===== src/rtl/cdc_pkg.sv =====
// cdc_pkg: shared state encoding and limits for the toggle-handshake CDC source
package cdc_pkg;
    typedef enum logic {IDLE, WAIT_ACK} state_t;
    localparam int SYNC_STAGES_MIN = 2;
    localparam int SYNC_STAGES_MAX = 4;
    localparam int TIMEOUT_CYCLES_DEF = 1024;
endpackage


===== src/rtl/sync_nff_bit.sv =====
// sync_nff_bit: single-bit STAGES-deep flop synchronizer, sync reset to 0
module sync_nff_bit #(
    parameter int STAGES = 2
) (
    input  logic clkin,
    input  logic rst_in,
    input  logic d,
    output logic q
);
    logic [STAGES-1:0] ff;
    always_ff @(posedge clkin)
        if (rst_in) ff <= '0;
        else ff <= {ff[STAGES-2:0], d};
    assign q = ff[STAGES-1];
endmodule


===== src/rtl/cdc_handshake_tx.sv =====
// cdc_handshake_tx: two-phase req/ack CDC source controller; CDC_TIMEOUT_EN adds a sticky ack watchdog
module cdc_handshake_tx import cdc_pkg::*; #(
    parameter int WIDTH = 8,
    parameter int SYNC_STAGES = 2,
    parameter int TIMEOUT_CYCLES = TIMEOUT_CYCLES_DEF
) (
    input  logic             clkin,
    input  logic             rst_in,
    input  logic [WIDTH-1:0] s_data_in,
    input  logic             s_valid_in,
    output logic             s_ready_out,
    output logic [WIDTH-1:0] xfer_data_out,
    output logic             xfer_req_out,
    input  logic             xfer_ack_in,
    output logic             busy_out,
    output logic             done_out
`ifdef CDC_TIMEOUT_EN
    ,
    output logic             timeout_err_out
`endif
);
    state_t state, state_nxt;
    logic ack_sync, accept, complete;
    if (SYNC_STAGES < SYNC_STAGES_MIN || SYNC_STAGES > SYNC_STAGES_MAX) begin : g_bad_stages
        $error("SYNC_STAGES out of range 2..4");
    end
    if (TIMEOUT_CYCLES < 1) begin : g_bad_timeout
        $error("TIMEOUT_CYCLES must be positive");
    end
    sync_nff_bit #(.STAGES(SYNC_STAGES)) u_ack_sync (
        .clkin(clkin),
        .rst_in(rst_in),
        .d(xfer_ack_in),
        .q(ack_sync)
    );
    always_comb begin
        s_ready_out = (state == IDLE);
        busy_out = (state == WAIT_ACK);
        accept = s_ready_out && s_valid_in;
        // level compare, so a duplicate ack toggle seen in IDLE is harmless
        complete = busy_out && (ack_sync == xfer_req_out);
        state_nxt = accept ? WAIT_ACK : complete ? IDLE : state;
    end
    always_ff @(posedge clkin) begin
        if (rst_in) begin
            state <= IDLE;
            xfer_data_out <= '0;
            xfer_req_out <= 1'b0;
            done_out <= 1'b0;
        end else begin
            state <= state_nxt;
            done_out <= complete;
            if (accept) begin
                xfer_data_out <= s_data_in;
                xfer_req_out <= ~xfer_req_out;
            end
        end
    end
`ifdef CDC_TIMEOUT_EN
    localparam int CW = $clog2(TIMEOUT_CYCLES + 1);
    logic [CW-1:0] wait_cnt;
    always_ff @(posedge clkin) begin
        if (rst_in) begin
            wait_cnt <= '0;
            timeout_err_out <= 1'b0;
        end else begin
            if (accept) wait_cnt <= '0;
            else if (busy_out && wait_cnt != CW'(TIMEOUT_CYCLES)) wait_cnt <= wait_cnt + 1'b1;
            if (wait_cnt == CW'(TIMEOUT_CYCLES)) timeout_err_out <= 1'b1;
        end
    end
`endif
endmodule


===== config.mk =====
export PLATFORM = sky130hd
export DESIGN_NAME = cdc_handshake_tx
export DESIGN_NICKNAME = d
export VERILOG_FILES = /design/src/rtl/cdc_pkg.sv /design/src/rtl/sync_nff_bit.sv /design/src/rtl/cdc_handshake_tx.sv
export SDC_FILE = /design/constraint.sdc
export NUM_CORES = 1
export LEC_CHECK = 0
export CAP_MARGIN = 15
export CORE_AREA = 3 3 40 42
export CTS_CLUSTER_SIZE = 24
export DETAILED_ROUTE_END_ITERATION = 7
export DIE_AREA = 0 0 43 45
export GPL_TIMING_DRIVEN = 0
export PLACE_DENSITY_LB_ADDON = 0.2
export REMOVE_ABC_BUFFERS = 1
export SLEW_MARGIN = 0
export SYNTH_ARGS = -nofsm -noshare
export SYNTH_HDL_FRONTEND = slang
export SYNTH_HIERARCHICAL = 1
export SYNTH_SLANG_ARGS = --single-unit

===== constraint.sdc =====
create_clock -name clkin -period 1.5 [get_ports clkin]
set_clock_uncertainty 0.1 [all_clocks]
set_input_delay 0.15 -clock clkin [delete_from_list [all_inputs] [get_ports clkin]]
set_output_delay 0.15 -clock clkin [all_outputs]
set_load 0.02 [all_outputs]

==> impl_metrics.ini, run 1 <==
[pwr]
powerDensity_nw_per_um2 = 1030
cellLeakagePower_nw = 0.340
ir_worst_vdd_uv = 597

[run]
cap_violations = 0

[final_layout]
fillers = 130
drive_gt1_share_pct = 5.33
area_growth_pct = 60.8
final_net_count = 88
register_area_um2 = 260
n_antenna_cell = 0
multi_input_area_um2 = 163
final_core_util_pct = 55.1

[global_routing]
grt_pass1_vias = 338
overflow = 0
grt_pass1_wl_um = 1420
grt_max_degree = 14
antenna_found_initial = 0
track_usage_pct = 10.6

[sta]
report.final.slew_viol_count = 0
period_share_pct = 97.6
whs_ns = 0.320
rsz0062_at_grt = false
tightestPinTransition_ns = 0.465
post-route-min-period_ns = 1.46
fmax_mhz = 683
relSlewSlack_pct = 68.9
setup_violations = 0
hold_violations = 0

[clock_network]
cts_tree = done
clk_latency_ns = 0.27
numCtsBuffers = 3
clock_tree.buffer_depth = 2
clockRootBuffer = clkbuf_4
cts_setup_buffers = 0
htree_levels = 1
path_clk_slew_ns = 0.08
cts.sinks = 13
postCtsHoldBufs = 0

[drt]
routedWlPerCell_um = 10.3
antenna_left = 0
drtIter0Drc = 5
num_vias = 402
viasPerCell = 4.47
wl_um = 930
drc = 0
dr.pass1.iters = 2

[yosys]
syn_avg_cell_area_um2 = 8.64
synth_top_family_by_area = simple AND/OR/NAND/NOR gates
synth_compound_area_share_pct = 10.2
synth_cell_types = 13
netlist_area_um2 = 440
synthMuxAreaShare_pct = 0
synth_fa_ha_area_share_pct = 0
synth-xor-area-share_pct = 3.98
synth_simple_gate_area_share_pct = 22.2
ys_seq_area_share_pct = 59.1
synth_warnings = 6
syn_inst = 51
ys_ff_latch = 13

[floorplan]
fp.dieH_um = 45
die_area_um2 = 1940
die_x_um = 43
pin_count = 24
core_um2 = 1280
start_util_pct = 34.3
rows = 13

[worst_setup_path]
path_buf_inv = 1
cp.arrival_ns = 1.21
r2r-start = busy_out$_SDFFE_PP0P_
reg2reg_depth = 3
startpoint_type = register
crit_chain = clkdlybuf4s50_1
worst_ep_required_time_ns = 1.25
reg2reg_setup_slack_ns = 0.32
path_class = reg2out
crit_fanout = 2
critPathCaptureType = output port
slowest_stage = clkdlybuf4s50_1
critical-path-top-delay-family = buffers and inverters
worst_r2r_endpoint = xfer_req_out$_SDFFE_PP0P_
slowest_delay_ns = 0.61

[hold_path]
hp-start = s_data_in[4]
min_to = xfer_data_out[4]$_SDFFE_PP0P_
hold_path_class = in2reg
hold_depth = 3

[run_status]
outcome = completed

[place]
hpwl_um = 660
place_congestion = 0.624
io_buffers = 23
layer usage:
layer | part of all wire (%) | track usage (%)
met5 | 0 | 0
met4 | 3.1 | 10.8
met3 | 8.1 | 2.39
met1 | 43 | 11.7
met2 | 46 | 16.5
synthesized netlist by cell type (all sizes together):
cell type,count,share of area (%)
buf,2,2.8
xnor2,1,2.0
nand2b,1,1.4
nor2,2,1.7
clkbuf,1,0.85
nor3,1,1.1
dfxtp,13,59
nand2,16,14
a21oi,9,10
nor2b,3,4.3
inv,1,0.85
xor2,1,2.0
worst min-delay path, cell delays in order:
cell and delay, ns:
clkdlybuf4s50_1 0.39, nand2_1 0.05, a21oi_1 0.05
area by class of cell:
class                           instances  share of cell area (%)
Multi-Input combinational cell         34                    23.0
Inverter                                1                   0.530
Timing Repair Buffer                   23                    33.4
Sequential cell                        13                    36.7
Tap cell                               15                    2.65
Clock buffer                            4                    3.71
registers in the layout, summed over array words and instances (netlist names):
name           count
xfer_data_out      8
u_ack_sync/ff      2
busy_out           1
done_out           1
xfer_req_out       1
power by group:
group	internal [W]	total [W]	switching, W
Combinational	0.0000724	0.000141	0.0000682
Clock	0.000103	0.000208	0.000105
Sequential	0.000367	0.000380	0.0000129
placed cells by master (no fill, tap or decap):
cell type,netlist,routed
a21oi_1,9,9
clkbuf_1,1,1
clkbuf_4,0,3
clkdlybuf4s50_1,0,16
dfxtp_1,13,13
dlygate4sd2_1,0,3
dlymetal6s2s_1,0,4
inv_1,1,1
nand2_1,16,16
nand2b_1,1,1
nor2_1,2,2
nor2b_1,3,2
nor2b_2,0,1
nor3_1,1,1
xnor2_1,1,1
xor2_1,1,1
cells by family (layout without fill, tap and decap cells):
kind of cell              after synthesis  count (layout)
and+or+nand+nor                        23              23
AOI/OAI and AO/OA                       9               9
DFF                                    13              13
buffers and inverters                   4              28
xor gates and xnor gates                2               2
repair_timing:
action / in CTS / in global routing
endpoints found under the setup margin: 3 / 11
resized for setup: 3 / 5
hold endpoints to repair: 0 / 0
pin swaps: 0 / 0
stage by stage:
step / instances / setup TNS (ns) / setup slack [ns] / total power (W) / instance area (um2)
2_1_floorplan: 48 / 0 / 0.260 / 0.000453 / 424
3_3_place_gp: 86 / -1.54 / -0.206 / 0.000535 / 673
3_5_place_dp: 86 / -1.78 / -0.222 / 0.000538 / 673
4_1_cts: 90 / 0 / 0.0156 / 0.000745 / 696
5_1_grt: 90 / 0 / 0.000516 / 0.000776 / 708
6_report: 90 / 0 / 0.0363 / 0.000729 / 708
worst max-delay path by stage:
| stage | startpoint | end | slack [ns] | depth (start not counted) |
|---|---|---|---|---|
| final | xfer_data_out[4]$_SDFFE_PP0P_ | xfer_data_out[4] | 0.04 | 1 |
| after global routing | xfer_data_out[4]$_SDFFE_PP0P_ | xfer_data_out[4] | 0.0005 | 1 |
| after CTS | xfer_data_out[3]$_SDFFE_PP0P_ | xfer_data_out[3] | 0.02 | 1 |
| after detailed placement | s_valid_in | xfer_req_out$_SDFFE_PP0P_ | -0.22 | 4 |
| after global placement | s_valid_in | xfer_req_out$_SDFFE_PP0P_ | -0.21 | 4 |
| after floorplan | busy_out$_SDFFE_PP0P_ | xfer_req_out$_SDFFE_PP0P_ | 0.26 | 3 |
Note: power is estimated with default switching activity, not from simulation.
==> run 2, diff against run 1 <==
--- a/config.mk
+++ b/config.mk
@@ -7,8 +7,8 @@
 export LEC_CHECK = 0
 export CAP_MARGIN = 15
-export CORE_AREA = 3 3 40 42
+export CORE_MARGIN = 3
+export CORE_UTILIZATION = 25
 export CTS_CLUSTER_SIZE = 24
 export DETAILED_ROUTE_END_ITERATION = 7
-export DIE_AREA = 0 0 43 45
 export GPL_TIMING_DRIVEN = 0
 export PLACE_DENSITY_LB_ADDON = 0.2
--- a/constraint.sdc
+++ b/constraint.sdc
@@ -3,3 +3,3 @@
 set_input_delay 0.15 -clock clkin [delete_from_list [all_inputs] [get_ports clkin]]
 set_output_delay 0.15 -clock clkin [all_outputs]
-set_load 0.02 [all_outputs]
+set_load 0.05 [all_outputs]
==> impl_metrics.ini, run 2 (synthesis gave the netlist of run 1 again) <==
[worst_setup_path]
cp.arrival_ns = 1.20
path_buf_inv = 1
startpoint_type = register
critical-path-top-delay-family = buffers and inverters
slowest_delay_ns = 0.55
crit_fanout = 3
cp_num_cells = 1
path_class = reg2out
worst_ep_required_time_ns = 1.25
crit_chain = dlygate4sd2_1
critPathCaptureType = output port
slowest_stage = dlygate4sd2_1
reg2reg_depth = 3

[clock_network]
path_clk_slew_ns = 0.08
cts.sinks = 13
clock_tree.buffer_depth = 2
clockRootBuffer = clkbuf_4
numCtsBuffers = 3
cts_tree = done
cts_setup_buffers = 0
clk_latency_ns = 0.26
htree_levels = 1

[place]
dpl_worst_slack_ns = -0.241
io_buffers = 23
place_congestion = 0.648
hpwl_um = 659
placed_area_um2 = 674

[final_layout]
final_net_count = 88
postLayoutCellArea_um2 = 691
drive_gt1_share_pct = 5.33
n_antenna_cell = 0
largest_registers = xfer_data_out (8), u_ack_sync/ff (2)
layout.cells.most_common = nand2_1
largest_reg_flops = 8
area_growth_pct = 56.8
final_cell_mix = nand2_1, dfxtp_1, clkdlybuf4s50_1, dlygate4sd2_1, a21oi_1
regMostFlops = xfer_data_out

[pwr]
switching_share_pct = 30.4
seq_power_share_pct = 49.5
powerDensity_nw_per_um2 = 1110
cellLeakagePower_nw = 0.310
power_frac_comb_pct = 23.8
p_sw_w = 0.000233
ir_worst_vdd_uv = 444
p_int_w = 0.000534
power.total_w = 0.000768
clockPowerShare_pct = 26.7

[sta]
fmax_mhz = 690
hold_violations = 0
whs_ns = 0.329
setup_ws_ns = 0.0509
setup_violations = 0
tightestPinTransition_ns = 0.502
report.final.slew_viol_count = 0
post-route-min-period_ns = 1.45
relSlewSlack_pct = 66.7
period_share_pct = 96.6

[floorplan]
fp.dieH_um = 48.0
pin_count = 24
start_util_pct = 27.9
die_x_um = 48.0
die_area_um2 = 2300
rows = 14
core_um2 = 1580

[global_routing]
antenna_found_initial = 0
track_usage_pct = 9.55
grt_pass1_vias = 327
grt_pass1_wl_um = 1420
overflow = 0
grt_max_degree = 14

[drt]
viasPerCell = 4.47
dr.pass1.iters = 1
routedWlPerCell_um = 10.4
num_vias = 407
drc = 0
wl_um = 944
drtIter0Drc = 0
antenna_left = 0

[hold_path]
hold_depth = 3
hold_path_class = in2reg

[run]
cap_violations = 0

[run_status]
outcome = completed
[run 2: cell count changes in the layout (fill, tap and decap cells not counted)]
| cell | before | now |
|---|---|---|
| dlymetal6s2s_1 | 4 | 0 |
| clkdlybuf4s15_1 | 0 | 2 |
| dlygate4sd2_1 | 3 | 10 |
| clkdlybuf4s50_1 | 16 | 11 |
[run 2: cell type report]
type,count,area (um2)
Inverter,1,3.75
Timing Repair Buffer,23,218
Tap cell,16,20.0
Clock buffer,4,26.3
Sequential cell,13,260
Multi-Input combinational cell,34,163
Fill cell,182,886
[run 2: worst reg2reg max path: stages, from the launching register on]
cell and delay [ns]:
dfxtp_1 0.35, nor2b_2 0.39, xnor2_1 0.17, nor2_1 0.05
[run 2: repair_timing]
item	CTS	global route
pin swaps	0	0
gates resized for setup	12	3
endpoints found under the setup margin	12	9
hold buffers	0	0
[run 2: final timing paths]
check	from	end	slack, ns
worst min register to register	u_ack_sync/ff[0]$_SDFF_PP0_	u_ack_sync/ff[1]$_SDFF_PP0_	0.35
worst max register to register	busy_out$_SDFFE_PP0P_	xfer_req_out$_SDFFE_PP0P_	0.31
worst max-delay path	xfer_req_out$_SDFFE_PP0P_	xfer_req_out	0.05
worst min-delay path	s_data_in[1]	xfer_data_out[1]$_SDFFE_PP0P_	0.33
[run 2: stage by stage]
step | instances | utilization (%) | TNS [ns]
floorplan | 48 | - | 0
detailed placement | 87 | 42.8 | -1.95
global placement | 87 | 42.8 | -1.68
CTS | 91 | 43.5 | 0
global route | 91 | 43.8 | -0.00344
finish | 91 | 43.8 | 0
[run 2: metal layers]
metal	global-route usage, %	part of all wire [%]
met5	0	0
met1	11.6	43
met3	2.26	4.2
met4	9.68	2.9
met2	13.2	49
[run 2: power by group through the flow]
stage,Clock (W),Sequential (W),Combinational [W]
finish,0.000205,0.000380,0.000183
global placement,0,0.000388,0.000198
floorplan,0,0.000457,0.0000451
global route,0.000229,0.000383,0.000196
detailed placement,0,0.000388,0.000198
CTS,0.000216,0.000380,0.000184
==> run 3, diff against run 2 <==
Settings changed: TNS_END_PERCENT from default to 1.
==> results of run 3 <==
Final layout, timing and power as in run 2 (identical DEF).
